### src/rtl/mc_cpu_if.sv
// Unified memory bus of mc_cpu: registered request side from the core,
// ready/rdata returned by the memory.
interface mc_cpu_if #(
    parameter int n = 32
);
    logic         mem_req;
    logic         mem_we;
    logic [n-1:0] mem_addr;
    logic [n-1:0] mem_wdata;
    logic         mem_ready;
    logic [n-1:0] mem_rdata;

    modport master (
        output mem_req, mem_we, mem_addr, mem_wdata,
        input  mem_ready, mem_rdata
    );

    modport slave (
        input  mem_req, mem_we, mem_addr, mem_wdata,
        output mem_ready, mem_rdata
    );
endinterface

### src/rtl/mc_cpu.sv
// Multicycle MIPS subset core on one stallable req/ready memory port.
// Define MC_CPU_BNE_EN to decode opcode 0x05 (bne); otherwise it halts.
module mc_cpu #(
    parameter int           n        = 32,
    parameter logic [n-1:0] RESET_PC = '0
) (
    input  logic         clk,
    input  logic         reset,
    mc_cpu_if.master     bus,
    output logic [n-1:0] pc,
    output logic         halted
);
    typedef enum logic [3:0] {
        S_FETCH, S_DECODE, S_MEMADR, S_MEMRD, S_MEMWB, S_MEMWR, S_EXEC,
        S_ALUWB, S_ADDIEX, S_ADDIWB, S_BRANCH, S_JUMP, S_HALT
    } state_t;

    localparam logic [5:0] OP_RTYPE = 6'h00, OP_J = 6'h02, OP_BEQ = 6'h04,
                           OP_BNE = 6'h05, OP_ADDI = 6'h08, OP_LW = 6'h23,
                           OP_SW = 6'h2B;
    localparam logic [5:0] F_ADD = 6'h20, F_SUB = 6'h22, F_AND = 6'h24,
                           F_OR = 6'h25, F_SLT = 6'h2A;

    state_t       state, state_n;
    logic [31:0]  ir;
    logic [n-1:0] mdr, a, b, aluout;
    logic [n-1:0] rf [32];

    logic [5:0]   op, funct;
    logic [4:0]   rs, rt, rd;
    logic [n-1:0] sext, sext_sh, ea, alu_y;
    logic signed [n-1:0] sa, sb;
    logic         done, funct_ok, take;
    logic         rf_we;
    logic [4:0]   rf_wa;
    logic [n-1:0] rf_wd;

    assign op      = ir[31:26];
    assign rs      = ir[25:21];
    assign rt      = ir[20:16];
    assign rd      = ir[15:11];
    assign funct   = ir[5:0];
    assign sext    = {{(n-16){ir[15]}}, ir[15:0]};
    assign sext_sh = {{(n-18){ir[15]}}, ir[15:0], 2'b00};
    assign ea      = a + sext;
    assign sa      = a;
    assign sb      = b;
    assign done    = bus.mem_req & bus.mem_ready;
    assign halted  = (state == S_HALT);

`ifdef MC_CPU_BNE_EN
    assign take = (op == OP_BNE) ? (a != b) : (a == b);
`else
    assign take = (a == b);
`endif

    always_comb begin
        alu_y    = '0;
        funct_ok = 1'b1;
        case (funct)
            F_ADD:   alu_y = a + b;
            F_SUB:   alu_y = a - b;
            F_AND:   alu_y = a & b;
            F_OR:    alu_y = a | b;
            F_SLT:   alu_y = {{(n-1){1'b0}}, (sa < sb)};
            default: funct_ok = 1'b0;
        endcase
    end

    always_comb begin
        state_n = state;
        rf_we   = 1'b0;
        rf_wa   = rt;
        rf_wd   = aluout;
        case (state)
            S_FETCH:  if (done) state_n = S_DECODE;
            S_DECODE: begin
                case (op)
                    OP_RTYPE:     state_n = funct_ok ? S_EXEC : S_HALT;
                    OP_LW, OP_SW: state_n = S_MEMADR;
                    OP_BEQ:       state_n = S_BRANCH;
`ifdef MC_CPU_BNE_EN
                    OP_BNE:       state_n = S_BRANCH;
`endif
                    OP_ADDI:      state_n = S_ADDIEX;
                    OP_J:         state_n = S_JUMP;
                    default:      state_n = S_HALT;
                endcase
            end
            S_MEMADR: state_n = (op == OP_LW) ? S_MEMRD : S_MEMWR;
            S_MEMRD:  if (done) state_n = S_MEMWB;
            S_MEMWB: begin
                rf_we   = 1'b1;
                rf_wd   = mdr;
                state_n = S_FETCH;
            end
            S_MEMWR:  if (done) state_n = S_FETCH;
            S_EXEC:   state_n = S_ALUWB;
            S_ALUWB: begin
                rf_we   = 1'b1;
                rf_wa   = rd;
                state_n = S_FETCH;
            end
            S_ADDIEX: state_n = S_ADDIWB;
            S_ADDIWB: begin
                rf_we   = 1'b1;
                state_n = S_FETCH;
            end
            S_BRANCH: state_n = S_FETCH;
            S_JUMP:   state_n = S_FETCH;
            default:  state_n = S_HALT;
        endcase
    end

    // Data requests are launched from MEMADR so MEMRD/MEMWR spend only the ready cycle.
    always_ff @(posedge clk or negedge reset) begin
        if (!reset) begin
            state         <= S_FETCH;
            pc            <= RESET_PC;
            bus.mem_req   <= 1'b0;
            bus.mem_we    <= 1'b0;
            bus.mem_addr  <= '0;
            bus.mem_wdata <= '0;
            ir            <= '0;
            mdr           <= '0;
            a             <= '0;
            b             <= '0;
            aluout        <= '0;
            for (int i = 0; i < 32; i++) rf[i] <= '0;
        end else begin
            state <= state_n;
            if (rf_we && rf_wa != 5'd0) rf[rf_wa] <= rf_wd;
            case (state)
                S_FETCH: begin
                    if (!bus.mem_req) begin
                        bus.mem_req  <= 1'b1;
                        bus.mem_we   <= 1'b0;
                        bus.mem_addr <= pc;
                    end else if (bus.mem_ready) begin
                        bus.mem_req <= 1'b0;
                        ir          <= bus.mem_rdata[31:0];
                        pc          <= pc + n'(4);
                    end
                end
                S_DECODE: begin
                    a      <= rf[rs];
                    b      <= rf[rt];
                    aluout <= pc + sext_sh;
                end
                S_MEMADR: begin
                    aluout        <= ea;
                    bus.mem_req   <= 1'b1;
                    bus.mem_we    <= (op == OP_SW);
                    bus.mem_addr  <= ea;
                    bus.mem_wdata <= b;
                end
                S_MEMRD: begin
                    if (done) begin
                        bus.mem_req <= 1'b0;
                        mdr         <= bus.mem_rdata;
                    end
                end
                S_MEMWR: begin
                    if (done) begin
                        bus.mem_req <= 1'b0;
                        bus.mem_we  <= 1'b0;
                    end
                end
                S_EXEC:   aluout <= alu_y;
                S_ADDIEX: aluout <= ea;
                S_BRANCH: if (take) pc <= aluout;
                S_JUMP:   pc <= {pc[n-1:28], ir[25:0], 2'b00};
                default: ;
            endcase
        end
    end
endmodule

### src/flat_wrapper.sv
// flat-port wrapper written by rule: the top's interface ports become plain ports
module mc_cpu_flat 
#(
    parameter int           n        = 32,
    parameter logic [n-1:0] RESET_PC = '0
)
  (clk, reset, pc, halted, bus_mem_req, bus_mem_we, bus_mem_addr, bus_mem_wdata, bus_mem_ready, bus_mem_rdata);
  mc_cpu_if #(.n(n)) bus_i ();
  input  logic clk;
  input  logic reset;
  output logic [n-1:0] pc;
  output logic halted;
  output wire logic [$bits(bus_i.mem_req)-1:0] bus_mem_req;
  output wire logic [$bits(bus_i.mem_we)-1:0] bus_mem_we;
  output wire logic [$bits(bus_i.mem_addr)-1:0] bus_mem_addr;
  output wire logic [$bits(bus_i.mem_wdata)-1:0] bus_mem_wdata;
  input wire logic [$bits(bus_i.mem_ready)-1:0] bus_mem_ready;
  input wire logic [$bits(bus_i.mem_rdata)-1:0] bus_mem_rdata;
  assign bus_mem_req = bus_i.mem_req;
  assign bus_mem_we = bus_i.mem_we;
  assign bus_mem_addr = bus_i.mem_addr;
  assign bus_mem_wdata = bus_i.mem_wdata;
  assign bus_i.mem_ready = bus_mem_ready;
  assign bus_i.mem_rdata = bus_mem_rdata;
  mc_cpu #(.n(n), .RESET_PC(RESET_PC)) u_core (.clk(clk), .reset(reset), .bus(bus_i), .pc(pc), .halted(halted));
endmodule
### config.mk
export PLATFORM = sky130hd
export DESIGN_NAME = mc_cpu_flat
export DESIGN_NICKNAME = d
export VERILOG_FILES = /design/src/rtl/mc_cpu_if.sv /design/src/rtl/mc_cpu.sv /design/src/flat_wrapper.sv
export SDC_FILE = /design/constraint.sdc
export NUM_CORES = 2
export LEC_CHECK = 0
export BUFFER_PORTS_ARGS = -buffer_cell sky130_fd_sc_hd__buf_2
export CAP_MARGIN = 0
export CORE_ASPECT_RATIO = 0.5
export CORE_UTILIZATION = 47
export DETAILED_ROUTE_END_ITERATION = 7
export PLACE_DENSITY_LB_ADDON = 0.05
export SLEW_MARGIN = 20
export SYNTH_ARGS = -nofsm -noshare
export SYNTH_HDL_FRONTEND = slang
export SYNTH_SLANG_ARGS = --single-unit
### constraint.sdc
create_clock -name clk -period 4.1 [get_ports clk]
set_clock_uncertainty 0.05 [all_clocks]
set_input_delay 0.41 -clock clk [delete_from_list [all_inputs] [get_ports clk]]
set_output_delay 0.41 -clock clk [all_outputs]
set_load 0.01 [all_outputs]
After elaboration in Yosys (flattened, before gate mapping)

Index checks and enable logic that the tools add are counted.

Bits in registers: 1286
Input port bits: 35
Output and inout bits: 99

Add/sub/neg operators: 5
Order comparisons: 5
Eq/ne operators: 31
Multiplexer cells: 34
Bitwise operators: 7
Reductions and logical operators: 25

Operators by type and width:

| kind                  | count |
|---|---|
| $bwmux 1024           | 1 |
| $bmux 32 s5           | 2 |
| $mux 32               | 10 |
| $pmux 32 s3           | 2 |
| $demux 32 s5          | 1 |
| $pmux 32 s5           | 1 |
| $add 32x32->32        | 3 |
| $pmux 32 s2           | 1 |
| $eq 6x6->1 const B    | 7 |
| $add 32x3->32 const B | 1 |
| $and 32x32->32        | 1 |
| $eq 32x32->1          | 1 |
| $lt 32x32->1          | 1 |
| $or 32x32->32         | 1 |
| $pmux 4 s8            | 1 |
| $sub 32x32->32        | 1 |
| $eq 4x4->1 const B    | 5 |
| $pmux 4 s5            | 1 |
| $ge 6x6->1 const B    | 3 |
| $not 5->6             | 3 |
| $eq 4x3->1 const B    | 4 |
| $mux 4                | 4 |
| $ne 2x1->1 const B    | 6 |
| $reduce_bool 3->1     | 4 |
| 25 further kinds      | 42 |

Longest topological paths before layout

Word-level depth: 8
Gate-level depth with buffers: 14
Gate-level depth less buffers: 13

Worst setup path after synthesis

OpenSTA, ideal clock, no wires.

Path type: reg2reg
Start point: register u_core.ir[15]
End point: register u_core.aluout[28]
Setup time: 137 ps
Arrival: 3081 ps
Data required time: 3913 ps
Setup slack: 832 ps
Cell stages (with the launch flop): 13
Path buffers: 1
Period minus slack after synthesis: 3268 ps
Cell sequence: dfrtp_1 -> ha_1 -> clkbuf_1 -> a21o_1 -> a21o_1 -> a21o_1 -> a221o_1 -> a31oi_1 -> o31ai_1 -> xor2_1 -> a221oi_1 -> a2bb2oi_1 -> a21oi_1

Cells in the longest elaborated chain, start to end: 2
Elaborated cells on any way between the ends: 3

RTL lines:

| what                                     | line                        | source |
|---|---|---|
| start, declared                          | mc_cpu.sv:25                | `logic [31:0] ir;` |
| start signal, assigned                   | mc_cpu.sv:141               | `ir <= bus.mem_rdata[31:0];` |
| $add 32x32->32, on equally long branches | mc_cpu.sv:45, mc_cpu.sv:148 |  |
| $pmux 32 s3 *                            | mc_cpu.sv:133               | `case (state)` |
| end signal, assigned                     | mc_cpu.sv:148               | `aluout <= pc + sext_sh;` |
| end signal, assigned                     | mc_cpu.sv:169               | `S_EXEC: aluout <= alu_y;` |
| end, declared                            | mc_cpu.sv:26                | `logic [n-1:0] mdr, a, b, aluout;` |

Mark *: on every way between the ends. The rest lies on a longest branch, timed or not.
A chain may end at the register's enable or synchronous reset.

Final worst setup path

Start point: register u_core.b[16]
End point: register u_core.aluout[0]

Cells in the longest elaborated chain, start to end: 3

RTL lines:

| what                   | line          | source |
|---|---|---|
| start, declared        | mc_cpu.sv:26  |  |
| start signal, assigned | mc_cpu.sv:147 | `b <= rf[rt];` |
| $lt 32x32->1           | mc_cpu.sv:65  | `F_SLT: alu_y = {{(n-1){1'b0}}, (sa < sb)};` |
| $pmux 32 s5            | mc_cpu.sv:60  | `case (funct)` |
| $pmux 32 s3            | mc_cpu.sv:133 |  |

Every way passes these cells.

==> run summary <==
WORST SETUP PATH
----------------------------------------------------------------------------------------
Peak per-stage delay on the critical path                                        0.47 ns
Reg-to-Reg Start                                                            u_core.b[16]
CP Launch Type                                                                      flop
Sort of element at the end of the critical path                                     flop
Count of buffering cells on the critical path with inverters included                  3
Worst Reg-to-Reg Cells                                                                13
Req. time, crit path                                                             4.69 ns
Setup slack of the worst register-to-register path                               0.34 ns
Type of the setup path with the least slack                                 flop to flop
Cell type of the slowest stage on the worst timing path                         a221oi_1
Reg2Reg Capture Point                                                       u_core.aluout[0]
Critical path cell sequence                                                 inv_1 > ha_1 > buf_4 > inv_1 > a221oi_1 > o21ai_0 > nor4_1 > o32ai_1 > a31oi_1 > o21bai_1 > a211oi_1 > o21ai_0 > a21oi_1
Gate family responsible for the most delay along the worst path             compound AO/OA/AOI/OAI gates
Maximum fanout along the worst path                                                    7
Data arrival time of the critical path                                           4.34 ns

DETAILED ROUTING
----------------------------------------------------------------------------------------
Routed via count                                                                   55900
Remaining antenna violation count                                                      0
Post-detailed-route DRC marker count                                                   0
Initial DRC count                                                                   6872
Number of iterations in the first detailed-routing pass                                6
Drt total wl                                                                   261000 µm
Average wire per cell in the routed design                                       30.1 µm
Via density                                                                         6.45

LOGIC SYNTHESIS
----------------------------------------------------------------------------------------
Count of flip-flops with a built-in enable after synthesis                             0
Mapped Avg Cell Area                                                            10.8 µm²
Post-synth top area cell                                                         dfrtp_1
Cell area after synthesis                                                      71200 µm²
Primary FF master, synth                                                         dfrtp_1
Number of standard cells after synthesis                                            6604
Yosys warns                                                                            0
Distinct cell type count of the synthesized netlist                                   89
Synth top area cells                                                        dfrtp_1 (45%), mux4_2 (20%), o21ai_0 (6.8%), nand2_1 (5.5%), ha_1 (3.0%)
Async set-reset flop share out of synthesis                                         100%
Share of the synthesized area in the top cell type                                 45.2%
Register area share after synthesis                                                45.2%
Synthesized netlist net count                                                       6813
Register bit count reported by yosys                                                1286

CELLS AND AREA
----------------------------------------------------------------------------------------
Post-layout instance count excluding filler cells                                   8677
Fraction of final layout cells with drive strength greater than 1                  21.7%
Post-layout nets                                                                    6789
Signed area change from the synthesized netlist to the final layout                12.8%
Highest-count cells in the layout ignoring fill and taps                    dfrtp_1 (1275), nand2_1 (1026), o21ai_0 (974)
Most common library cell in the layout ignoring fill and taps                    dfrtp_1
End-of-flow core utilization                                                       53.7%

FLOORPLANNING
----------------------------------------------------------------------------------------
Die X-Extent                                                                      552 µm
Core Box Area                                                                 150000 µm²
Count of standard-cell rows                                                          100
Initial core utilization                                                           47.6%
DIE HEIGHT                                                                        277 µm
Number of I/O pins                                                                   134
Area enclosed by the die boundary                                             153000 µm²

JOB
----------------------------------------------------------------------------------------
Total of max-cap violations                                                            0

PLACED DESIGN
----------------------------------------------------------------------------------------
HPWL after DPL                                                                 174000 µm
Count of input and output buffers                                                    133
Count of placed standard cells including taps                                       8413
Weighted congestion at the end of routability-driven global placement              0.965

GLOBAL ROUTE
----------------------------------------------------------------------------------------
Global-route wire length before repair                                         381000 µm
Pin count of the biggest net entering global routing                                 118
Antenna violations before repair                                                      10
Via count of the first global-routing pass                                         54400
GRT Util Overall                                                                   34.2%
Grt ovf                                                                                0

TIMING
----------------------------------------------------------------------------------------
Setup-failing EPs final                                                                0
Slew margin rel.                                                                   23.6%
Setup TNS                                                                           0 ns
Maximum clock frequency                                                        0.266 GHz
Count of endpoints failing hold in the final timing report                             0
Unrepaired setup endpoints after global routing                                       no
Worst hold margin                                                               0.175 ns
Number of pins with negative max-slew slack in the final report                        0
Transition time of the tightest slew-check pin                                   1.15 ns
Portion of the clock cycle consumed by the worst path in the final layout          91.6%
Final period demand of the worst path                                            3.76 ns

CLOCK NETWORK
----------------------------------------------------------------------------------------
Clock slew at reported path FFs                                                  0.07 ns
CTS sink count                                                                      1286
CTS HTree Levels                                                                       3
Clock tree from TritonCTS                                                           done
Num CTS Buffers                                                                      120
Clock tree buffer depth                                                                3
Root Buffer                                                                    clkbuf_16
# Post-CTS Setup Buffers                                                               0
Skew-Pair Late Insertion Delay                                                   0.76 ns

POWER AND IR DROP
----------------------------------------------------------------------------------------
Static leakage power                                                             34.9 nW
Max VDD drop                                                                    0.566 mV
Cell area power density                                                       881 nW/µm²
Power after layout                                                               70.7 mW

HOLD PATH
----------------------------------------------------------------------------------------
Hold Path Class                                                             primary input to asynchronous set/reset pin

STATUS
----------------------------------------------------------------------------------------
Result of the run                                                              completed

## what timing repair did
item	4_1_cts	5_1_grt
hold buffers	34	0
endpoints found under the setup margin	0	1
endpoints found under the hold margin	163	0
gates resized for setup	0	1
## report_power, final
part           switching (mW)  internal (mW)  leakage [nW]
sequential               4.75           17.0          17.1
combinational            21.3           15.2          15.6
clock                    5.42           7.16          2.13
## registers in the layout, summed over array words and instances (netlist names)
| signal | flops |
|---|---|
| u_core.bus.mem_we | 1 |
| u_core.bus.mem_req | 1 |
| u_core.a | 32 |
| u_core.b | 32 |
| u_core.bus.mem_wdata | 32 |
| u_core.aluout | 32 |
| u_core.ir | 32 |
| u_core.mdr | 32 |
| u_core.state | 4 |
| u_core.bus.mem_addr | 32 |
| u_core.pc | 32 |
| u_core.rf | 1024 |
## worst max-delay path by stage
stage | startpoint | end | cells past startpoint
global placement | u_core.b[25] | u_core.pc[29] | 11
CTS | u_core.b[25] | u_core.pc[28] | 11
floorplan | u_core.ir[15] | u_core.aluout[28] | 12
finish | u_core.b[16] | u_core.aluout[0] | 13
detailed placement | u_core.b[25] | u_core.pc[28] | 11
global route | u_core.b[13] | u_core.aluout[0] | 12
## metal layers
| metal | vias up | global-route usage [%] | part of all wire, % |
|---|---|---|---|
| met4 | 0 | 8.65 | 2.7 |
| met3 | 407 | 10.2 | 12 |
| met5 | - | 0.0309 | 0 |
| li1 | 24000 | - | - |
| met2 | 2773 | 48.1 | 42 |
| met1 | 28800 | 51.4 | 44 |
## worst register-to-register path, stage by stage (launching register included)
cell      delay (ns)
dfrtp_1         0.42
inv_1           0.11
ha_1            0.32
buf_4           0.16
inv_1           0.07
a221oi_1        0.47
o21ai_0         0.37
nor4_1          0.29
o32ai_1         0.22
a31oi_1         0.34
o21bai_1        0.12
a211oi_1        0.30
o21ai_0         0.19
a21oi_1         0.21
## area by class of cell
class | count | area [µm²]
inverter | 118 | 448
antenna | 3 | 7.51
clock buffer | 171 | 3460
multi-input combinational | 4595 | 36500
sequential | 1286 | 32200
clock inverter | 56 | 897
fill | 13000 | 69300
timing repair buffer | 459 | 4210
tap | 1989 | 2490
## through the flow
stage | cell area (µm²) | setup WS (ns)
floorplan | 71200 | 0.832
global placement | 75500 | 0.247
detailed placement | 75500 | 0.292
CTS | 80200 | 0.241
global route | 80300 | 0.150
finish | 80300 | 0.345
## logic make-up (layout without fill, tap and decap cells)
| logic type | Yosys count | count (layout) | share of synthesized area (%) |
|---|---|---|---|
| compound gates | 1783 | 1783 | 14.0 |
| xor+xnor | 79 | 79 | 0.972 |
| fa+ha+maj | 174 | 174 | 3.10 |
| buf+inv | 723 | 804 | 3.98 |
| flops | 1286 | 1286 | 45.2 |
| mux | 782 | 782 | 22.4 |
| other cells | 0 | 3 | 0 |
| simple gates | 1777 | 1777 | 10.3 |
## synth_stat cells, drive strengths merged (5+ instances only)
cell	instances
o31ai	11
or3	14
nor3b	12
xor2	22
mux2i	76
a22oi	41
xnor2	57
nand4	14
nand2	1047
o211ai	17
o21ai	979
nand3	36
mux2	66
and3	19
a222oi	9
ha	170
a221oi	38
o211a	6
mux4	640
a31o	5
a31oi	66
and2	20
a2111oi	7
a21oi	414
a221o	7
dfrtp	1286
o21a	17
buf	124
a211o	5
a211oi	26
o21bai	27
nor4	14
inv	116
nor2	477
or2	9
nor3	57
o22ai	27
a21o	42
a21boi	5
nor2b	20
clkbuf	481
nand2b	24
Power figures use the tool's default switching activity.
